`src/rtl/sdram_pkg.sv`:
```
// Shared types and widths for the SDRAM read arbiter: FSM encoding,
// SDRAM address/data widths and requester age-counter width.
package sdram_pkg;
    localparam int ADDR_W = 23;
    localparam int DATA_W = 32;
    localparam int AGE_W  = 4;
    localparam logic [AGE_W-1:0] AGE_MAX = '1;

    typedef enum logic [1:0] {
        IDLE  = 2'd0,
        ISSUE = 2'd1,
        DRAIN = 2'd2
    } state_t;
endpackage

```
`src/rtl/sdram_arbiter_tag_fifo.sv`:
```
// Small FIFO of requester tags for reads the SDRAM has accepted but not yet
// returned; head is the requester that owns the next sdram_valid.
module tag_fifo #(
    parameter int WIDTH = 2,
    parameter int DEPTH = 2
) (
    input  logic             clk,
    input  logic             reset,
    input  logic             push,
    input  logic [WIDTH-1:0] push_tag,
    input  logic             pop,
    output logic             full,
    output logic             empty,
    output logic [WIDTH-1:0] head
);
    localparam int PW = (DEPTH > 1) ? $clog2(DEPTH) : 1;
    localparam int CW = $clog2(DEPTH + 1);

    logic [WIDTH-1:0] mem [DEPTH];
    logic [PW-1:0]    rd_ptr, wr_ptr;
    logic [CW-1:0]    count;
    logic             do_push, do_pop;

    // Explicit wrap keeps DEPTH=1 correct despite the 1-bit minimum pointer.
    function automatic logic [PW-1:0] bump(input logic [PW-1:0] p);
        return (p == PW'(DEPTH - 1)) ? '0 : p + PW'(1);
    endfunction

    assign full    = (count == CW'(DEPTH));
    assign empty   = (count == '0);
    assign do_push = push && !full;
    assign do_pop  = pop && !empty;
    assign head    = mem[rd_ptr];

    always_ff @(posedge clk or negedge reset) begin
        if (!reset) begin
            rd_ptr <= '0;
            wr_ptr <= '0;
            count  <= '0;
        end else begin
            if (do_push) wr_ptr <= bump(wr_ptr);
            if (do_pop)  rd_ptr <= bump(rd_ptr);
            count <= count + CW'(do_push) - CW'(do_pop);
        end
    end

    always_ff @(posedge clk)
        if (do_push) mem[wr_ptr] <= push_tag;
endmodule

```
`src/rtl/sdram_arbiter.sv`:
```
// Arbitrates ROM read requesters onto one SDRAM port with an age-based
// fairness override, and passes ROM-download writes through once reads drain.
module sdram_arbiter
    import sdram_pkg::*;
#(
    parameter int NUM_REQ    = 4,
    parameter int AGE_LIMIT  = 8,
    parameter int PEND_DEPTH = 2
) (
    input  logic                      clk,
    input  logic                      reset,
    input  logic [NUM_REQ-1:0]        req,
    input  logic [NUM_REQ*ADDR_W-1:0] addr,
    output logic [NUM_REQ-1:0]        ack,
    output logic [NUM_REQ-1:0]        valid,
    input  logic                      dl_active,
    input  logic                      dl_req,
    input  logic [ADDR_W-1:0]         dl_addr,
    input  logic [DATA_W-1:0]         dl_data,
    output logic                      sdram_req,
    output logic                      sdram_we,
    output logic [ADDR_W-1:0]         sdram_addr,
    output logic [DATA_W-1:0]         sdram_data,
    input  logic                      sdram_ack,
    input  logic                      sdram_valid,
    output logic                      overflow_err
);
    localparam int TW = $clog2(NUM_REQ);

    state_t                        state, state_n;
    logic [TW-1:0]                 grant, winner, head, old_sel, req_sel;
    logic                          old_hit;
    logic [NUM_REQ-1:0][AGE_W-1:0] age;
    logic                          full, empty, push, pop;

    tag_fifo #(.WIDTH(TW), .DEPTH(PEND_DEPTH)) u_tags (
        .clk      (clk),
        .reset    (reset),
        .push     (push),
        .push_tag (grant),
        .pop      (pop),
        .full     (full),
        .empty    (empty),
        .head     (head)
    );

    // Scan high to low so the lowest qualifying index is the one left standing.
    always_comb begin
        old_sel = '0;
        req_sel = '0;
        old_hit = 1'b0;
        for (int i = NUM_REQ - 1; i >= 0; i--) begin
            if (req[i]) req_sel = TW'(i);
            if (req[i] && age[i] >= AGE_W'(AGE_LIMIT)) begin
                old_sel = TW'(i);
                old_hit = 1'b1;
            end
        end
        winner = old_hit ? old_sel : req_sel;
    end

    always_ff @(posedge clk or negedge reset) begin
        if (!reset) begin
            age <= '0;
        end else begin
            for (int i = 0; i < NUM_REQ; i++) begin
                if (!req[i] || ack[i])     age[i] <= '0;
                else if (age[i] != AGE_MAX) age[i] <= age[i] + AGE_W'(1);
            end
        end
    end

    always_ff @(posedge clk or negedge reset) begin
        if (!reset) begin
            state <= IDLE;
            grant <= '0;
        end else begin
            state <= state_n;
            if (state == IDLE && state_n == ISSUE) grant <= winner;
        end
    end

    always_comb begin
        state_n = state;
        case (state)
            IDLE:    if (dl_active)          state_n = DRAIN;
                     else if (|req && !full) state_n = ISSUE;
            ISSUE:   if (sdram_ack)          state_n = IDLE;
            DRAIN:   if (!dl_active && !dl_req) state_n = IDLE;
            default: state_n = IDLE;
        endcase
    end

    always_comb begin
        sdram_req  = 1'b0;
        sdram_we   = 1'b0;
        sdram_addr = '0;
        ack        = '0;
        push       = 1'b0;
        case (state)
            ISSUE: begin
                sdram_req  = 1'b1;
                sdram_addr = addr[int'(grant)*ADDR_W +: ADDR_W];
                if (sdram_ack) begin
                    ack[grant] = 1'b1;
                    push       = 1'b1;
                end
            end
            // Writes wait until every queued read has returned its data.
            DRAIN: if (empty) begin
                sdram_req  = dl_req;
                sdram_we   = 1'b1;
                sdram_addr = dl_addr;
            end
            default: ;
        endcase
    end

    always_comb begin
        valid = '0;
        pop   = sdram_valid && !empty;
        if (pop) valid[head] = 1'b1;
    end

    always_ff @(posedge clk or negedge reset) begin
        if (!reset)                    overflow_err <= 1'b0;
        else if (sdram_valid && empty) overflow_err <= 1'b1;
    end

    assign sdram_data = dl_data;
endmodule

```
`config.mk`:
```
export PLATFORM = sky130hd
export DESIGN_NAME = sdram_arbiter
export DESIGN_NICKNAME = d
export VERILOG_FILES = /design/src/rtl/sdram_pkg.sv /design/src/rtl/sdram_arbiter_tag_fifo.sv /design/src/rtl/sdram_arbiter.sv
export SDC_FILE = /design/constraint.sdc
export NUM_CORES = 1
export LEC_CHECK = 0
export ABC_CLOCK_PERIOD_IN_PS = 1800
export BUFFER_PORTS_ARGS = -buffer_cell sky130_fd_sc_hd__clkbuf_2
export CAP_MARGIN = 10
export CORE_UTILIZATION = 36
export DETAILED_ROUTE_END_ITERATION = 8
export HOLD_SLACK_MARGIN = 0.1
export PLACE_DENSITY = 0.85
export SKIP_LAST_GASP = 1
export SLEW_MARGIN = 0
export SYNTH_ARGS = -nofsm -noshare
export SYNTH_HDL_FRONTEND = slang
export SYNTH_SLANG_ARGS = --single-unit
```
`constraint.sdc`:
```
create_clock -name clk -period 1.8 [get_ports clk]
set_clock_uncertainty 0.1 [all_clocks]
set_input_delay 0.09 -clock clk [delete_from_list [all_inputs] [get_ports clk]]
set_output_delay 0.09 -clock clk [all_outputs]
set_load 0.02 [all_outputs]
```
# Yosys cells after proc, flatten, opt, wreduce, memory -nomap -nowiden
# Memories as Yosys holds them, arrays and structs flattened.
# Cells that the tools add are included.
# word_totals
reg_bits	25
ram_bits	4
inputBits	157
out_inout_bits	66
memories	1
# classes
addsub	8
mul	1
magnitude_cmp	8
eq_ne	8
shifts	1
mux	45
n_reduce_logical	32
# mem_list
name	words	width	read_ports	rd_ports_with_merged_regs	write_ports	line_no	rtl
u_tags.mem	2	2	1	0	1	sdram_arbiter_tag_fifo.sv:19	logic [WIDTH-1:0] mem [DEPTH];
# op_table
cell	n
92-bit by 8-bit variable part select with 23-bit output	1
23-bit case mux with 2 select lines	1
4-bit 2-to-1 mux	11
2-bit 2-to-1 mux	13
23-bit 2-to-1 mux	1
4-bit by 1-bit adder with 4-bit output, second input constant	4
4-bit greater-or-equal comparator, second input constant	4
4-bit inequality test, second input constant	4
1-bit 2-to-1 mux	15
1-bit logical AND	13
1-bit zero test	8
2-bit nonzero test	4
2-bit by 5-bit multiplier with 7-bit output, second input constant	1
2-bit by 3-bit < comparator with 1-bit output, second input constant	2
2-bit case mux with 3 select lines	1
1-bit demux with 2-bit select	2
2-bit by 1-bit equality test with 1-bit output, second input constant	2
2-bit equality test, second input constant	2
2-bit by 1-bit greater-or-equal comparator with 1-bit output, second input constant	2
2-bit zero test	2
1-bit logical OR	4
4-bit OR reduction	1
1-bit adder, second input constant	2
2-bit by 1-bit adder with 2-bit output	1
2 further kinds	2

# Longest topological paths before layout
# Gate-level depths: netlist of run 1.
# logic_depth
word_depth	8
ltp_mapped	8
depth_no_buf	7

# Modules after synthesis
# Synthesis of run 1 repeated with hierarchy kept, for this count alone.
# hier_totals
hier_cells	281
area_unflattened_um2	2872.8
# modules_own_cells
mod	n_inst	cells_per_inst	area_each_um2	seq_area_each_um2
sdram_arbiter	1	257	2529.9	525.5
tag_fifo	1	24	342.8	220.2

# Least setup slack after synthesis of run 1
# OpenSTA, ideal clock, no wires.
# synth_timing
path_type	flip-flop to flip-flop
from	reg state[1]
to	reg age[11] in the netlist's numbering
setup_time_ps	124
arrival_ps	1765
required_ps	1576
setup_slack_ps	-189
stages_incl_launch_ff	8
synth_period_minus_slack_ps	1989
cell_sequence	dfrtp_1 > inv_1 > ha_1 > clkbuf_1 > nand2_1 > nor3_1 > nand2b_1 > nor3_1
# synth_between
elab_chain_cells	4
elab_cells_between_ends	5
# synth_rtl
item	line_no	rtl
start, declared	sdram_arbiter.sv:30	state_t state, state_n;
start signal, assigned	sdram_arbiter.sv:78	state <= state_n;
2-bit by 1-bit equality test with 1-bit output (*)	sdram_arbiter.sv:100	case (state)
4-bit 2-to-1 mux (*)	sdram_arbiter.sv:100	
named net ack[2]	sdram_arbiter.sv:14	output logic [NUM_REQ-1:0] ack,
1-bit logical OR (*)	sdram_arbiter.sv:67	if (!req[i] || ack[i]) age[i] <= '0;
4-bit 2-to-1 mux / 2-bit nonzero test (equally long branches)	-	
end signal, assigned	sdram_arbiter.sv:64	age <= '0;
end signal, assigned by index	sdram_arbiter.sv:67	
end, declared	sdram_arbiter.sv:33	logic [NUM_REQ-1:0][AGE_W-1:0] age;
# The timed path passes the listed nets; every way through them passes the cells marked *.
# A chain may end at the register's enable or synchronous reset.

# Final worst setup path of run 1
# layout_timing
from	reg grant[0]
to	out sdram_addr[19]
# layout_between
elab_chain_cells	3
# layout_rtl
item	line_no	rtl
start, declared	sdram_arbiter.sv:31	logic [TW-1:0] grant, winner, head, old_sel, req_sel;
start signal, assigned	sdram_arbiter.sv:79	if (state == IDLE && state_n == ISSUE) grant <= winner;
2-bit by 5-bit multiplier with 7-bit output	sdram_arbiter.sv:103	sdram_addr = addr[int'(grant)*ADDR_W +: ADDR_W];
92-bit by 8-bit variable part select with 23-bit output	sdram_arbiter.sv:103	
23-bit case mux with 2 select lines	sdram_arbiter.sv:100	
end, declared	sdram_arbiter.sv:22	output logic [ADDR_W-1:0] sdram_addr,
# Every way passes these cells.

==> results of run 1 <==
-- cells by family after synthesis --
family,Yosys count
AO/OA/AOI/OAI,51
XOR/XNOR,8
adder cells (fa/ha/maj),13
buffers and inverters,61
flip-flops,29
multiplexers,29
AND/OR/NAND/NOR,100
-- area by class of cell --
cell class | count | area [um^2] | area share
clock buffers | 6 | 72.6 | 0.0166
multi-input cells | 201 | 1920 | 0.438
diodes | 1 | 2.50 | 0.000571
well taps | 99 | 124 | 0.0283
repair buffers | 217 | 1450 | 0.331
flip-flops and latches | 29 | 748 | 0.171
clock inverters | 2 | 10.0 | 0.00228
inverters | 14 | 57.6 | 0.0131
-- state kept, by name (all words and copies together) (netlist names) --
name	count
u_tags.wr_ptr	1
u_tags.rd_ptr	1
overflow_err	1
grant	2
u_tags.mem	4
u_tags.count	2
state	2
age	16
-- repair_timing --
item                       4_1_cts  5_1_grt
hold endpoints to repair        63        0
gates resized for setup         30       40
hold buffers                    36        0
buffers inserted                 1        6
pin swaps                        1        4
gates cloned                     2        0
setup endpoints to repair       31       32
-- power groups by stage --
| stage | sequential, mW | combinational, mW | clock, mW |
|---|---|---|---|
| after floorplan | 0.918 | 1.94 | 0 |
| after global placement | 0.961 | 2.51 | 0 |
| after detailed placement | 0.971 | 2.58 | 0 |
| after CTS | 0.969 | 2.98 | 0.539 |
| after global routing | 1.02 | 3.49 | 0.565 |
| final | 0.997 | 3.25 | 0.526 |
-- worst max-delay path: stages (launching register included) --
cell,delay (ns)
dfrtp_2,0.44
buf_12,0.18
mux4_2,0.51
a22oi_1,0.19
nor2b_2,0.09
clkbuf_2,0.16
-- how the worst max path moves through the flow --
stage	start	endpoint	cells after the start
global route	grant[0]$_DFFE_PN0P_	sdram_addr[16]	5
finish	grant[0]$_DFFE_PN0P_	sdram_addr[19]	5
global placement	state[1]$_DFF_PN0_	grant[0]$_DFFE_PN0P_	6
CTS	grant[0]$_DFFE_PN0P_	sdram_addr[6]	5
detailed placement	state[1]$_DFF_PN0_	grant[0]$_DFFE_PN0P_	6
floorplan	state[1]$_DFF_PN0_	age[11]$_DFFE_PN0P_	7
-- per-layer routing --
layer | up-vias | part of all wire | global-route usage
met5 | - | 0 | 0
met4 | 0 | 0.014 | 0.0430
met3 | 13 | 0.078 | 0.0854
met2 | 144 | 0.50 | 0.415
met1 | 1436 | 0.41 | 0.299
li1 | 1385 | - | -
-- cells in the mapped netlist, drive strengths merged --
cell | n | share of area
or4 | 1 | 0.0040
a22oi | 24 | 0.064
buf | 39 | 0.10
inv | 14 | 0.019
and2 | 3 | 0.0067
a211oi | 1 | 0.0027
nand2b | 5 | 0.011
o32a | 1 | 0.0036
nor3b | 4 | 0.011
mux2 | 1 | 0.0054
o21ai | 7 | 0.013
nand3 | 11 | 0.020
mux2i | 5 | 0.018
a21o | 1 | 0.0027
o211ai | 1 | 0.0027
mux4 | 23 | 0.19
nor4 | 1 | 0.0045
nor2 | 26 | 0.035
nand3b | 1 | 0.0027
nor2b | 27 | 0.060
ha | 13 | 0.058
a31oi | 4 | 0.0089
a32oi | 2 | 0.0063
xor2 | 1 | 0.0031
nand2 | 9 | 0.012
xnor2 | 7 | 0.022
nor3 | 11 | 0.020
or2b | 1 | 0.0027
edfxtp | 4 | 0.043
a21oi | 9 | 0.017
dfrtp | 25 | 0.22
clkbuf | 8 | 0.011
o22ai | 1 | 0.0022
-- through the flow --
| step | setup slack, ns | area [um^2] | power, mW |
|---|---|---|---|
| 4_1_cts | -0.260 | 4210 | 4.49 |
| 3_3_place_gp | 0.0407 | 3590 | 3.47 |
| 3_5_place_dp | -0.0438 | 3590 | 3.55 |
| 6_report | -0.257 | 4380 | 4.78 |
| 2_1_floorplan | -0.0849 | 2850 | 2.85 |
| 5_1_grt | -0.345 | 4380 | 5.08 |
==> reports/qor.csv, run 1 <==
metric,value,unit
Worst-Skew Late Latency,0.29,ns
reg2reg path depth,6,
# setup viols final,27,
TritonCTS Sinks,29,
post-synthesis mux area share,0.208,
min-delay src,req[0],
FP Rows,31,
max-slew violation count,0,
Psw,2.02,mW
Max Cap Violations,0,
"commonest non-fill, non-tap cell in the layout",clkbuf_2,
#FFs+latches synth,29,
Synthesized Nets,461,
Placed Cells,516,
Worst Hold Class,in2reg,
Clock transition at path regs,0.06,ns
Finished Layout Cells,569,
layout cells sized above 1,0.567,
Inserted Clock Buffers,5,
area grow syn2layout,56.7,%
die area,0.00813,mm^2
sequential fraction of the synthesis area,0.267,
Final Util,0.595,
violated checks,setup timing,
Antenna Nets Post-Route,0,
Placer Congestion,0.894,
Mean Syn Cell Area,9.61,um^2
number of antenna violations at the first check in global routing,1,
GR Overflow Total,0,
clk buf depth,2,
fin crit period,2.06,ns
"Distinct cells, synth",37,
Synth Area in Adders,0.0581,
Leakage,1.99,nW
Overall Global Routing Usage,0.243,
largest net degree at the start of global routing,26,
DRC,0,
cells after synthesis,291,
starting density of the core,0.380,
largest family of logic cells by synthesized area,multiplexers,
CTS tree,done,
Fill cells,626,
CP Launch Type,register,
Crit Path Class,reg2out,
Max Clk Rate,486,MHz
first-pass GRT wire length,15200,um
Worst Hold Path EP,grant[1]$_DFFE_PN0P_,
Comb power frac,0.681,
CP Data Arrival Time,1.87,ns
RSZ-0062 raised after global routing,yes,
Layout Nets,638,
Post-DP HPWL,7430,um
Clock Power Share,0.110,
YS warnings,0,
fin crit share,1.14,
Synth Area in XOR/XNOR,0.0250,
Critical Path RT,1.61,ns
Reg power frac,0.209,
post-route setup slack,-0.257,ns
Int Power,2.76,mW
outcome,finished with violations,
hold_ws,0.115,ns
r2r setup slk,-0.01,ns
vias in the first global route,2939,
worst vdd ir,0.509,mV
Sw Ratio,0.423,
DR pass1 iterations,4,
kind of end point of the critical path,output pin,
Die Wd,90.2,um
Post-Synth Simple-Gate Area,0.189,
H-tree depth,2,
complex-gate fraction of the synthesized area,0.123,
port bufs,158,
relative slew slack,0.567,
io pins,223,
die span in y,90.2,um
routed via count,2978,
r2r startpoint,state[1]$_DFF_PN0_,
DR WL/cell,17.6,um
Final TNS setup,-4.90,ns
mapped cell area,0.00280,mm^2
"commonest non-fill, non-tap cells in the layout","151 x clkbuf_2, 36 x dlygate4sd3_1, 25 x nor2_1",
worst r2r dst,grant[0]$_DFFE_PN0P_,
maximum fanout along the worst path,12,
Power Density,1090,mW/mm^2
total core area,0.00737,mm^2
Final Hold Fails,0,
Via density,5.23,
measured slew at the worst slew-check pin,0.650,ns
WL final,10000,um
initial DRC count,177,
CTS root buf,clkbuf_8,
Hold Path Stages,4,
(Power assumes the default switching activity.)
==> run 2: changes to the inputs <==
--- a/config.mk
+++ b/config.mk
@@ -11,7 +11,7 @@
 export CORE_UTILIZATION = 36
 export DETAILED_ROUTE_END_ITERATION = 8
 export HOLD_SLACK_MARGIN = 0.1
-export PLACE_DENSITY = 0.85
+export PLACE_DENSITY = 0.78
 export SKIP_LAST_GASP = 1
 export SLEW_MARGIN = 0
 export SYNTH_ARGS = -nofsm -noshare
==> constraint.sdc (replaced) <==
create_clock -name clk -period 1.8 [get_ports clk]
set_clock_uncertainty 0.1 [all_clocks]
set_input_delay 0.36 -clock clk [delete_from_list [all_inputs] [get_ports clk]]
set_output_delay 0.36 -clock clk [all_outputs]
set_load 0.02 [all_outputs]
==> run 2 against run 1 <==
The run still ends with setup timing left. Hold slack better by 0.11 ns. Final area about the same. Routed wire length is 1.4% lower. Critical path depth stayed put. Setup slack got worse by 0.26 ns. Final cell count decreased by 1.8%. Sequential share of layout area about the same. Die area is the same. Count of clock-buffer cells in the layout stayed put. Sequential cell count is the same. Critical path type unchanged. Largest power group unchanged. Highest routed layer unchanged.
==> reports/qor.csv, run 2 (same netlist as run 1, synthesis figures left out) <==
metric,value,unit,change
outcome,finished with violations,,
violated checks,setup timing,,
worst path cell trace,buf_12 -> mux4_2 -> a22oi_2 -> nor2b_2 -> clkbuf_8,,
Antenna Nets Post-Route,0,,unchanged
GR Overflow Total,0,,unchanged
DR WL/cell,17.7,um,+0.36%
port bufs,158,,unchanged
Max Clk Rate,431,MHz,-11%
Power Total,5.16,mW,+8.0%
dpl ws,-0.237,ns,-0.193 ns
Max Cap Violations,0,,unchanged
CP Data Arrival Time,1.86,ns,about the same
Final Hold Fails,0,,unchanged
first-pass GRT wire length,15400,um,+1.2%
total core area,0.00737,mm^2,unchanged
area of the multi-input gates,0.00200,mm^2,+4.1%
maximum fanout along the worst path,8,,-4
CTS root buf,clkbuf_8,,
vias in the first global route,3026,,+3.0%
busiest layer in global routing,met2,,
Post-DP HPWL,7650,um,+2.9%
kind of end point of the critical path,output pin,,
Worst-Skew Late Latency,0.30,ns,about the same
Comb power frac,0.706,,+0.025
placed inst area,0.00378,mm^2,+5.3%
RSZ-0062 raised after global routing,yes,,
clk buf depth,2,,unchanged
die area,0.00813,mm^2,unchanged
"Most flops, register",age,,
relative slew slack,0.565,,-0.00198
starting density of the core,0.380,,unchanged
largest net degree at the start of global routing,26,,unchanged
Clock transition at path regs,0.06,ns,about the same
biggest regs,"age (16), u_tags.mem (4)",,
ant diodes,0,,-1
Int Power,3.09,mW,+12%
Clock Power Share,0.104,,-0.006
Leakage,2.01,nW,+0.74%
max reg flops,16,,unchanged
Overall Global Routing Usage,0.242,,-0.00187
layout cells sized above 1,0.663,,+0.0959
slowest CP cell,mux4_2,,
initial DRC count,159,,-10%
Crit Path Class,reg2out,,
number of antenna violations at the first check in global routing,0,,-1
post-route setup slack,-0.519,ns,-0.262 ns
Psw,2.07,mW,+2.6%
Reg power frac,0.190,,-0.019
"commonest non-fill, non-tap cell in the layout",clkbuf_2,,
H-tree depth,2,,unchanged
Power Density,1180,mW/mm^2,+7.9%
die span in y,90.2,um,unchanged
Sw Ratio,0.402,,-0.0211
Via density,5.24,,+0.18%
met1 global-route usage,0.294,,-0.00533
fin crit share,1.29,,+0.145
DRC,0,,unchanged
FP Rows,31,,unchanged
measured slew at the worst slew-check pin,0.653,ns,+0.00297 ns
max-slew violation count,0,,unchanged
TritonCTS Sinks,29,,unchanged
WL final,9880,um,-1.4%
design area,0.00439,mm^2,about the same
"commonest non-fill, non-tap cells in the layout","144 x clkbuf_2, 33 x buf_4, 23 x mux4_2, 23 x nor2_1, 22 x dfrtp_1",,
Worst Hold Class,in2reg,,
worst vdd ir,0.667,mV,+31%
DR pass1 iterations,4,,unchanged
Critical Path RT,1.34,ns,-0.27 ns
max incr delay on CP,0.51,ns,about the same
Layout Nets,629,,-1.4%
met2 Usage GRT,0.400,,-0.0146
io pins,223,,unchanged
Seq. cell area,749,um^2,+0.17%
CP Launch Type,register,,
Placer Congestion,0.958,,+7.2%
area grow syn2layout,56.8,%,about the same
CTS tree,done,,
met3 usage,0.0854,,unchanged
Die Wd,90.2,um,unchanged
# setup viols final,31,,+15%
routed via count,2931,,-1.6%
Fill cells,659,,+5.3%
fin crit period,2.32,ns,+0.262 ns
Inserted Clock Buffers,5,,unchanged
run 2: changes by cell type in the layout (fill, tap and decap cells not counted), sizes merged:
cell / before / now
buf: 30 / 58
bufbuf: 0 / 1
clkbuf: 157 / 154
diode: 1 / 0
dlygate4sd3: 36 / 1
run 2: routing by layer:
layer | part of all wire | vias to the layer above
li1 | - | 1360
met1 | 0.38 | 1426
met2 | 0.50 | 114
met3 | 0.087 | 31
met4 | 0.025 | 0
met5 | 0 | -
run 2: power by group through the flow:
stage / clock network [mW] / logic [mW] / registers, mW
after detailed placement: 0 / 2.88 / 0.981
after global routing: 0.579 / 3.92 / 1.00
after floorplan: 0 / 2.02 / 0.921
final: 0.539 / 3.64 / 0.980
after global placement: 0 / 2.80 / 0.969
after CTS: 0.539 / 3.35 / 0.970
run 2: worst paths after layout:
kind,startpoint,endpoint,slack (ns),cells past startpoint
min in group asynchronous,reset,age[10]$_DFFE_PN0P_,0.51,2
max in group asynchronous,reset,grant[0]$_DFFE_PN0P_,0.62,2
min,sdram_valid,overflow_err$_DFFE_PN0P_,0.23,2
min reg2reg,overflow_err$_DFFE_PN0P_,overflow_err$_DFFE_PN0P_,0.36,1
max reg2reg,state[0]$_DFF_PN0_,grant[1]$_DFFE_PN0P_,-0.05,7
max,grant[0]$_DFFE_PN0P_,sdram_addr[15],-0.52,5
run 2: per-stage QoR:
stage          instances  utilization  hold slack (ns)  setup TNS, ns
3_3_place_gp         536        0.513            0.314          -4.23
4_1_cts              554        0.569            0.212         -12.81
5_1_grt              559        0.595            0.245         -14.51
2_1_floorplan        291            -          -0.0356          -2.20
3_5_place_dp         536        0.513            0.321          -4.96
6_report             559        0.595            0.226         -12.26
run 2: worst max-delay path, delay by kind of cell (launching register included):
kind,cells,cell delay [ns]
DFF,1,0.49
AOI/OAI and AO/OA,1,0.19
and+or+nand+nor,1,0.06
buffers and inverters,2,0.32
muxes,1,0.51
run 2: final cells by class:
cell class                 count  share of cell area
multi-input combinational    201               0.455
timing repair buffer         208               0.314
sequential                    29               0.171
tap                           99              0.0282
clock buffer                   6              0.0165
inverter                      14              0.0131
clock inverter                 2             0.00228
run 2: what timing repair did:
action	4_1_cts	5_1_grt
gates cloned	1	1
gates resized for setup	51	47
pin swaps	5	7
hold endpoints to repair	25	0
setup endpoints to repair	38	38
buffers inserted	8	8
hold buffers	1	0
